$ cat config.mk
export PLATFORM = sky130hd
export DESIGN_NAME = traffic_signal_vm
export DESIGN_NICKNAME = d
export VERILOG_FILES = /design/src/rtl/traffic_signal_vm.sv
export SDC_FILE = /design/constraint.sdc
export NUM_CORES = 1
export LEC_CHECK = 0
export ABC_CLOCK_PERIOD_IN_PS = 4600
export CORE_AREA = 5 5 42 44
export CTS_CLUSTER_DIAMETER = 80
export DETAILED_ROUTE_END_ITERATION = 16
export DIE_AREA = 0 0 47 49
export PLACE_DENSITY = 0.63
export SLEW_MARGIN = 10
export SYNTH_ARGS = -nofsm -noshare
export SYNTH_HDL_FRONTEND = slang
export SYNTH_SLANG_ARGS = --single-unit
$ cat constraint.sdc
create_clock -name clk -period 4.6 [get_ports clk]
set_input_delay 1.15 -clock clk [delete_from_list [all_inputs] [get_ports clk]]
set_output_delay 1.15 -clock clk [all_outputs]
set_load 0.01 [all_outputs]
$ cat src/rtl/traffic_signal_vm.sv
// Two-road fixed-time traffic-signal controller (Moore FSM with dwell down-counter).
// Optional macro SIGNAL_HOLD_EN adds a hold input that freezes state, count and lamps.
module traffic_signal_vm #(
  parameter int unsigned GREEN_CYCLES   = 8,
  parameter int unsigned CAUTION_CYCLES = 2,
  parameter int unsigned ALLSTOP_CYCLES = 1
) (
  input  logic clk,
  input  logic reset,
`ifdef SIGNAL_HOLD_EN
  input  logic hold,
`endif
  output logic Ago,
  output logic Astop,
  output logic Bgo,
  output logic Bstop
);

  localparam int unsigned MAX_GC = (GREEN_CYCLES > CAUTION_CYCLES) ? GREEN_CYCLES : CAUTION_CYCLES;
  localparam int unsigned MAX_D  = (MAX_GC > ALLSTOP_CYCLES) ? MAX_GC : ALLSTOP_CYCLES;
  localparam int unsigned CW     = $clog2(MAX_D) + 1;

  typedef enum logic [2:0] {
    CLR_A  = 3'd0,
    A_GO   = 3'd1,
    A_CAUT = 3'd2,
    CLR_B  = 3'd3,
    B_GO   = 3'd4,
    B_CAUT = 3'd5
  } state_t;

  state_t        state;
  logic [CW-1:0] count;
  logic [3:0]    lamps;  // {Ago, Astop, Bgo, Bstop}

  // Successor in the fixed rotation; unused encodings fall back to CLR_A.
  function automatic state_t succ(input state_t s);
    case (s)
      CLR_A:   succ = A_GO;
      A_GO:    succ = A_CAUT;
      A_CAUT:  succ = CLR_B;
      CLR_B:   succ = B_GO;
      B_GO:    succ = B_CAUT;
      default: succ = CLR_A;
    endcase
  endfunction

  function automatic logic legal(input state_t s);
    case (s)
      CLR_A, A_GO, A_CAUT, CLR_B, B_GO, B_CAUT: legal = 1'b1;
      default:                                  legal = 1'b0;
    endcase
  endfunction

  function automatic logic [CW-1:0] load(input state_t s);
    case (s)
      A_GO, B_GO:     load = CW'(GREEN_CYCLES - 1);
      A_CAUT, B_CAUT: load = CW'(CAUTION_CYCLES - 1);
      default:        load = CW'(ALLSTOP_CYCLES - 1);
    endcase
  endfunction

  // Caution is both lamps of the moving road dark; the other road holds stop.
  function automatic logic [3:0] decode(input state_t s);
    case (s)
      A_GO:    decode = 4'b1001;
      A_CAUT:  decode = 4'b0001;
      B_GO:    decode = 4'b0110;
      B_CAUT:  decode = 4'b0100;
      default: decode = 4'b0101;
    endcase
  endfunction

  // Lamps are registered from the same next-state value, so they always match the state register.
  always_ff @(posedge clk) begin
    if (reset) begin
      state <= CLR_A;
      count <= load(CLR_A);
      lamps <= decode(CLR_A);
`ifdef SIGNAL_HOLD_EN
    end else if (!hold) begin
`else
    end else begin
`endif
      if (count == '0 || !legal(state)) begin
        state <= succ(state);
        count <= load(succ(state));
        lamps <= decode(succ(state));
      end else begin
        count <= count - CW'(1);
      end
    end
  end

  assign Ago   = lamps[3];
  assign Astop = lamps[2];
  assign Bgo   = lamps[1];
  assign Bstop = lamps[0];

endmodule

==> run_results.csv <==
group,metric,value,unit
route,vias,442,
final_layout,stdcell_area,628,um2
grt,antenna_found_initial,0,
synthesis,syn-num-nets,65,
sta,fin_hold_ws,0.469,ns
route,remaining_drc_errors,0,
sta,clock.fmax,0.438,GHz
final_layout,syn_to_final_growth,13.8,%
grt,grt_usage,11.1,%
final_layout,layout_commonest_cell,"dfxtp_1",
critical_path,critPathLaunchType,"flop",
clocking,hold_buffers,0,
critical_path,worst_ep_required_time,3.45,ns
clocking,cts_buffers,3,
grt,grt_overflow_total,0,
sta,hold_viol,0,
die,die-area,0.00230,mm2
clocking,clk_path_buf_depth,2,
clocking,cts.root.buffer_cell,"clkbuf_4",
clocking,post_cts_buffers,0,
flow_run,maxCapViolations,0,
min_path,holdCritPathClass,"reg -> reg",
power_and_ir_drop,power_density,642,mW/mm2
synthesis,seq_area_frac_synth,39.9,%
place,port_buffers,5,
final_layout,fin_util,44.8,%
clocking,cts_resized,0,
sta,finalCriticalPeriod,2.28,ns
grt,grt_max_degree,15,
route,wl_per_cell,12.6,um
synthesis,synth.distinct_cells,29,
place,dp.cells,78,
die,pin_count,6,
power_and_ir_drop,power_leakage,0.244,nW
critical_path,cp.arrival,1.13,ns
clocking,cts_tree,"done",
route,wirelength,1.03,mm
power_and_ir_drop,total_power,0.404,mW
final_layout,final_layout_size_suffix_gt1_share,9.09,%
final_layout,diodes,0,
final_layout,nets,70,
synthesis,synth_cells,62,
synthesis,avgSynthCellArea,8.90,um2
sta,worstMarginPinSlew,0.464,ns
route,final_antenna_net_count,0,
synthesis,netlist_area,552,um2
sta,relSlewSlack,69.0,%
final_layout,final_cell_mix,"11 x dfxtp_1, 5 x nor2_1, 5 x clkdlybuf4s50_1",
place,hpwlAfterDp,741,um
critical_path,worst-setup-path-type,"reg -> out",
clocking,cts.sinks,11,
clocking,cts.clk_slew.worst_paths,0.07,ns
critical_path,crit_path_cell_trace,"clkdlybuf4s50_1",
die,initial_core_util,39.4,%
critical_path,path_delay_family,"buffers and inverters",
route,viasPerCell,5.39,
sta,fin_ws,2.32,ns
grt,grt_first_pass_wirelength,1.87,mm
clocking,htreeDepth,1,
die,die_w,47,um
critical_path,critPathSlowestCell,"clkdlybuf4s50_1",
route,firstDrtPassIters,2,
critical_path,path_buf_inv,1,
clocking,clkLatencyLatePin,0.27,ns
die,core-area,0.00140,mm2
sta,finalSetupViolCount,0,
sta,finalCritPeriodShare,49.6,%
critical_path,crit_fanout,2,
critical_path,endpoint_kind,"primary output",
run_status,status,"completed",
sta,tns,0,ns
place,gp_congestion,0.716,
power_and_ir_drop,irDropWorstVdd,0.359,mV
sta,grt_setup_unrepaired,"no",
route,drt-initial-drc-count,4,
synthesis,yosysWarnings,0,
critical_path,slowest_delay,0.54,ns
sta,fin_worst_skew,0.00258,ns
place,preCtsSetupSlack,2.15,ns
final_layout,finalNonFillerCells,82,
place,postPlaceCellArea,602,um2
die,chipHeight,49,um
die,rows,14,
sta,slew_viol_final,0,
grt,grt_pass1_vias,425,
synthesis,yosys_register_bits,11,
==> layout make-up <==
| cell class | count | area, um2 |
|---|---|---|
| multi-input cells | 42 | 297 |
| well taps | 16 | 20.0 |
| inverters | 4 | 15.0 |
| clock buffers | 4 | 26.3 |
| flip-flops and latches | 11 | 220 |
| fillers | 141 | 773 |
| repair buffers | 5 | 50.0 |
==> metal layers <==
layer / up-vias / global-route usage, % / part of all wire [%] / wire length, um
met1: 201 / 15.0 / 50 / 512
li1: 232 / - / - / -
met3: 4 / 2.21 / 1.8 / 19
met2: 5 / 14.7 / 45 / 466
met4: 0 / 8.29 / 3.2 / 33
met5: - / 0 / 0 / 0
==> cell families (layout without fill, tap and decap cells) <==
kind of cell               Yosys count  in the layout  share of synthesized area, %
and+or+nand+nor                     25             25                          26.3
muxes                                2              2                          3.85
DFF                                 11             11                          39.9
AOI/OAI and AO/OA                   11             11                          16.6
buffers and inverters                9             13                          6.35
adders and majority gates            1              1                          2.27
xor gates and xnor gates             3              3                          4.76
==> final timing paths <==
check	start	endpoint	slack (ns)	cells after the start
max reg2reg	count[0]$_SDFF_PP0_	lamps[3]$_SDFFE_PP0P_	2.90	5
max	lamps[1]$_SDFFE_PP0P_	Bgo	2.32	1
min reg2reg	lamps[3]$_SDFFE_PP0P_	lamps[3]$_SDFFE_PP0P_	0.47	2
min	lamps[3]$_SDFFE_PP0P_	lamps[3]$_SDFFE_PP0P_	0.47	2
==> report_power, final <==
part	internal [mW]	total, mW	leakage (nW)	switching (mW)
logic	0.0942	0.171	0.138	0.0766
registers	0.129	0.168	0.0907	0.0384
clock network	0.0336	0.0650	0.0150	0.0314
==> registers in the layout (all words and copies together) (netlist names) <==
name	cells
count	4
lamps	4
state	3
==> cell usage after synthesis (all sizes together) <==
cell / count / area share, %
mux2i: 1 / 1.8
or2b: 1 / 1.4
or4: 1 / 1.4
nor3b: 1 / 2.3
or3b: 1 / 1.6
dfxtp: 11 / 40
nor2: 5 / 3.4
nand3: 3 / 2.7
or2: 1 / 1.1
ha: 1 / 2.3
o22ai: 1 / 1.1
a2111o: 3 / 6.1
mux2: 1 / 2.0
nor3: 4 / 3.6
nand2b: 1 / 1.1
a221oi: 1 / 1.6
nand2: 3 / 2.0
o221ai: 1 / 1.6
a21oi: 2 / 1.8
clkbuf: 5 / 3.6
a2111oi: 1 / 1.6
a21o: 1 / 1.4
xnor2: 3 / 4.8
nor4: 1 / 1.1
and4bb: 1 / 2.3
inv: 4 / 2.7
o31ai: 1 / 1.4
nor2b: 2 / 2.3
Power figures use the tool's default switching activity.
